===== src/rtl/sensor_init_seq.sv =====
// Table-driven camera sensor register initialisation sequencer.
// Walks a per-profile command ROM, emitting register writes and timed delays.
module sensor_init_seq #(
  parameter int unsigned ADDR_W   = 8,
  parameter int unsigned VAL_W    = 8,
  parameter int unsigned IDX_W    = 8,
  parameter int unsigned PROF_W   = 1,
  parameter int unsigned TICK_DIV = 1000
) (
  input  logic                        clk,
  input  logic                        reset_n,
  input  logic                        start,
  input  logic                        abort,
  input  logic [PROF_W-1:0]           profile,
  output logic [PROF_W+IDX_W-1:0]     tbl_addr,
  input  logic [2+ADDR_W+VAL_W-1:0]   tbl_data,
  output logic [ADDR_W+VAL_W-1:0]     data,
  output logic                        valid,
  input  logic                        ready,
  output logic                        busy,
  output logic                        done,
  output logic                        error
);

  localparam int unsigned WORD_W = ADDR_W + VAL_W;
  localparam int unsigned CNT_W  = WORD_W + $clog2(TICK_DIV + 1);
  localparam logic [IDX_W-1:0] LAST_IDX = '1;

  localparam logic [1:0] OP_WRITE = 2'b00;
  localparam logic [1:0] OP_DELAY = 2'b01;
  localparam logic [1:0] OP_END   = 2'b10;

  typedef enum logic [2:0] {
    S_IDLE,
    S_FETCH,
    S_DECODE,
    S_WRITE,
    S_DELAY,
    S_DONE
  } state_t;

  state_t             state;
  logic [IDX_W-1:0]   idx;
  logic [PROF_W-1:0]  profile_q;
  logic [CNT_W-1:0]   cnt;

  logic [1:0]         op_c;
  logic [WORD_W-1:0]  word_c;
  logic [CNT_W-1:0]   prod_c;
  logic [CNT_W-1:0]   delay_load_c;
  logic               advance_c;
  logic               last_c;

  // ROM word fields and delay length; a zero-length delay still costs one cycle
  assign op_c         = tbl_data[WORD_W+1:WORD_W];
  assign word_c       = tbl_data[WORD_W-1:0];
  assign prod_c       = CNT_W'(word_c) * CNT_W'(TICK_DIV);
  assign delay_load_c = (prod_c == '0) ? CNT_W'(1) : prod_c;

  // An entry completes on write acceptance or on the final delay cycle
  assign advance_c = ((state == S_WRITE) && ready) ||
                     ((state == S_DELAY) && (cnt == CNT_W'(1)));
  assign last_c    = (idx == LAST_IDX);

  always_ff @(posedge clk or negedge reset_n) begin
    if (!reset_n) begin
      state     <= S_IDLE;
      idx       <= '0;
      profile_q <= '0;
      cnt       <= '0;
      tbl_addr  <= '0;
      data      <= '0;
      valid     <= 1'b0;
      busy      <= 1'b0;
      done      <= 1'b0;
      error     <= 1'b0;
    end else if (abort && (state != S_IDLE)) begin
      // Abort withdraws any pending word and wins over start/ready
      state <= S_IDLE;
      valid <= 1'b0;
      busy  <= 1'b0;
      done  <= 1'b0;
      error <= 1'b0;
    end else begin
      case (state)
        S_IDLE, S_DONE: begin
          if (start) begin
            profile_q <= profile;
            idx       <= '0;
            tbl_addr  <= {profile, IDX_W'(0)};
            done      <= 1'b0;
            error     <= 1'b0;
            busy      <= 1'b1;
            state     <= S_FETCH;
          end
        end

        S_FETCH: state <= S_DECODE;

        S_DECODE: begin
          case (op_c)
            OP_WRITE: begin
              data  <= word_c;
              valid <= 1'b1;
              state <= S_WRITE;
            end
            OP_DELAY: begin
              cnt   <= delay_load_c;
              state <= S_DELAY;
            end
            OP_END: begin
              done  <= 1'b1;
              busy  <= 1'b0;
              state <= S_DONE;
            end
            default: begin
              done  <= 1'b1;
              error <= 1'b1;
              busy  <= 1'b0;
              state <= S_DONE;
            end
          endcase
        end

        S_WRITE: begin
          if (ready) valid <= 1'b0;
        end

        S_DELAY: cnt <= cnt - CNT_W'(1);

        default: state <= S_IDLE;
      endcase

      // Step to the next entry; running off the table end is an error
      if (advance_c) begin
        if (last_c) begin
          done  <= 1'b1;
          error <= 1'b1;
          busy  <= 1'b0;
          state <= S_DONE;
        end else begin
          idx      <= idx + IDX_W'(1);
          tbl_addr <= {profile_q, idx + IDX_W'(1)};
          state    <= S_FETCH;
        end
      end
    end
  end

endmodule


===== config.mk =====
export PLATFORM = sky130hd
export DESIGN_NAME = sensor_init_seq
export DESIGN_NICKNAME = d
export VERILOG_FILES = /design/src/rtl/sensor_init_seq.sv
export SDC_FILE = /design/constraint.sdc
export NUM_CORES = 1
export LEC_CHECK = 0
export ABC_AREA = 1
export BUFFER_PORTS_ARGS = -buffer_cell sky130_fd_sc_hd__buf_2
export CAP_MARGIN = 20
export CORE_ASPECT_RATIO = 0.8
export CORE_UTILIZATION = 40
export DETAILED_ROUTE_END_ITERATION = 12
export GPL_TIMING_DRIVEN = 1
export MAX_ROUTING_LAYER = met4
export SETUP_SLACK_MARGIN = 0.02
export SYNTH_ARGS = -nofsm -noshare
export SYNTH_HDL_FRONTEND = slang
export SYNTH_SLANG_ARGS = --single-unit
export TNS_END_PERCENT = 50

===== constraint.sdc =====
create_clock -name clk -period 5.5 [get_ports clk]
set_clock_uncertainty 0.1 [all_clocks]
set_input_delay 1.65 -clock clk [delete_from_list [all_inputs] [get_ports clk]]
set_output_delay 1.65 -clock clk [all_outputs]
set_load 0.01 [all_outputs]

==> metrics <==
n_diodes 0; measured slew at the worst slew-check pin just under 1 ns; arrival time worst endpoint 5.60 ns; DRC errors left 0; number of max-capacitance violations reported 0; result of the run completed; I/O Pins 53; WL per Instance 13.2 um; worst path setup slack after routing a little under 0.08 ns; clock network latency to the later pin of the worst-skew pair about 0.35 ns; Leak Pwr ~4.3 nW; dpl ws -0.429 ns; clock edge transition at the registers on the reported setup and hold paths 0.06 ns; post-cts hold buffer count 0; overall via count from detail_route 6042; vias in the first global route 5652; share of flip-flops with an asynchronous set or reset after synthesis 100%; Mapped Avg Cell Area 7.45 um2; type of the setup path with the least slack in -> reg; leftover overflow at the end of global routing 0; largest net degree at the start of global routing 37; CP Cell Sequence buf_2 > clkinvlp_4 > fa_1 > fa_1 > inv_1 > fa_1 > inv_1 > fa_1 > inv_1 > ha_4 > nand2_4 > nor2_4 > nand3_2 > nand4_1 > nand2_2 > nor2_2 > nand3_2 > nor2_4 > nand4_1 > a21oi_1; end-of-flow core utilization between 50% and 60%; sequential share of the synthesized area between 20% and 30%; Root Driver clkbuf_16; RSZ-0062 raised after global routing true; cell seen most often among critical-path stages fa_1; footprint of the flip-flops and latches 1680 um2; synthesis-to-finish area growth 28.2%; CP max stage cell fa_1; multi-input combinational cell area 4620 um2; area of the die 17000 um2; placed inst area 7720 um2; Synth Flop Type dfrtp_1; Warnings, synthesis 0; fraction of layout cells with a size suffix above 1 24.6%; Slew HR 34.8%; number of distinct library cells after synthesis 33; PwrDens roughly 630 nW/um2; # rows 41; Max Buffers Root-to-Sink 2; clock tree from TritonCTS built; required time of the worst setup path between 5 and 6 ns; die height 117 um; type of the most critical hold path reg -> reg; via count normalized by instance count 4.86; starting DRC count in detailed routing 321; fraction of the cycle the final worst path needs roughly 99%; net count of the mapped netlist between 1000 and 1500; post-synthesis cell area 6580 um2; HPWL Detailed between 10 and 15 mm; shortest period the worst path allows 5.42 ns; top-count cell post-synth nand2_1; Cells after Synth 883; aggregate global-route resource usage 21.2%; maximum clock frequency 184 MHz; CP Max Fanout 5; post-synthesis cell type with the largest combined area dfrtp_1; worst hold slack around 0.36 ns; Worst setup EP type register; cell types with the highest counts after synthesis nand2_1 (194), inv_1 (161), nor2_1 (97); cell types with the largest area share after synthesis dfrtp_1 (25%), fa_1 (16%), nand2_1 (11%), ha_1 (11%), inv_1 (9.2%); Design Area, Final about 8400 um2; Port-buffer cells 52; total of flip-flops plus latches after synthesis 67; startpoint types primary input; initial antenna violation count 0; Slowest Stage Delay on Critical Path 0.52 ns; layout net count approximately 1200; wire length after detailed routing around 16 mm; Antenna Violating Nets Remaining 0; clk sink count 67; Max IR drop VDD 0.290 mV; hold violation count in the final report 0; pins over their slew limit 0; H-tree Lvls 3; TritonCTS Buffers 9; number of enable-type register cells in the synthesized netlist 0; Final setup violation count 0; area share of the largest cell type after synthesis approximately a quarter; number of iterations in the first detailed-routing pass 5; routability congestion estimate 0.833; core outline area between 15000 and 20000 um2; die span in x 145 um; initial cell density of the core about two fifths; wire length of the first global-routing pass 27.6 mm; fillers 1539
==> cells in the final DEF, fill, tap and decap left out, types with 4 or more instances in the layout <==
cell type	netlist	routed
a21oi_1	47	39
a21oi_2	0	5
a31oi_1	19	19
buf_2	3	51
buf_4	0	92
clkbuf_16	0	9
clkinvlp_4	0	4
dfrtp_1	67	67
fa_1	54	53
ha_1	57	45
ha_4	0	12
inv_1	161	148
inv_2	3	14
nand2_1	194	176
nand2_2	2	19
nand3_1	51	42
nand3_2	0	8
nand3b_1	7	7
nand4_1	10	10
nor2_1	97	84
nor2_2	0	6
nor2_4	1	8
nor3_1	8	7
o21ai_0	55	53
o21ai_1	2	4
o22ai_1	5	5
or2_2	4	4
xor2_1	11	8
==> logic make-up (layout without fill, tap and decap cells) <==
| kind of cell | after synthesis | in the layout | synth area share (%) |
|---|---|---|---|
| xor gates and xnor gates | 13 | 13 | 1.73 |
| DFF | 67 | 67 | 25.5 |
| muxes | 1 | 1 | 0.171 |
| adders and majority gates | 111 | 111 | 27.3 |
| and+or+nand+nor | 379 | 379 | 24.2 |
| AOI/OAI and AO/OA | 132 | 132 | 10.7 |
| buffers and inverters | 180 | 325 | 10.5 |
==> critical path: cells and delay by family <==
family / cells / cell delay [ns]
fa+ha+maj: 5 / 2.34
compound gates: 1 / 0.16
simple gates: 9 / 1.02
buf+inv: 5 / 0.44
==> metal layers <==
metal | routed length [um] | up-vias | global-route usage (%)
met2 | 6870 | 128 | 30.2
met4 | 136 | 0 | 4.77
met1 | 8680 | 2818 | 30.8
met5 | 0 | - | -
li1 | - | 3086 | -
met3 | 681 | 10 | 4.02
==> path summary, 6_finish.rpt <==
kind                       depth (start not counted)  slack (ns)           to          from
setup / recovery                                  20        0.08       cnt[0]  tbl_data[10]
hold / removal                                     2        0.36  tbl_addr[6]   tbl_addr[6]
setup reg to reg                                   8        2.92      cnt[23]      state[0]
hold reg to reg                                    2        0.36  tbl_addr[6]   tbl_addr[6]
max in group asynchronous                          2        3.02        valid       reset_n
min in group asynchronous                          1        1.31      data[1]       reset_n
==> layout make-up <==
| class | count | area share, % |
|---|---|---|
| multi-input cells | 636 | 54.8 |
| flip-flops and latches | 67 | 19.9 |
| clock buffers | 9 | 2.67 |
| clock inverters | 6 | 0.504 |
| inverters | 165 | 7.46 |
| repair buffers | 145 | 11.5 |
| well taps | 215 | 3.19 |
==> state kept, by name (all words and copies together), names as in the netlist <==
signal / cells
data: 16
busy: 1
error: 1
profile_q: 1
cnt: 26
state: 3
valid: 1
tbl_addr: 9
done: 1
idx: 8
==> what timing repair did <==
action,CTS,global route
setup buffers,1,3
endpoints found under the hold margin,0,0
resized for setup,11,84
setup endpoints to repair,3,10
pin swaps,2,39
==> per-stage QoR <==
step	instances	setup TNS, ns	power (mW)
floorplan	883	0	2.79
global placement	1224	-3.31	4.09
detailed placement	1224	-3.19	4.10
CTS	1240	0	4.74
global route	1243	-0.318	5.86
finish	1243	0	5.34
==> power by group <==
| part | switching [mW] | internal [mW] |
|---|---|---|
| combinational | 2.18 | 1.79 |
| clock | 0.247 | 0.303 |
| sequential | 0.143 | 0.675 |
Power figures use the tool's default switching activity.
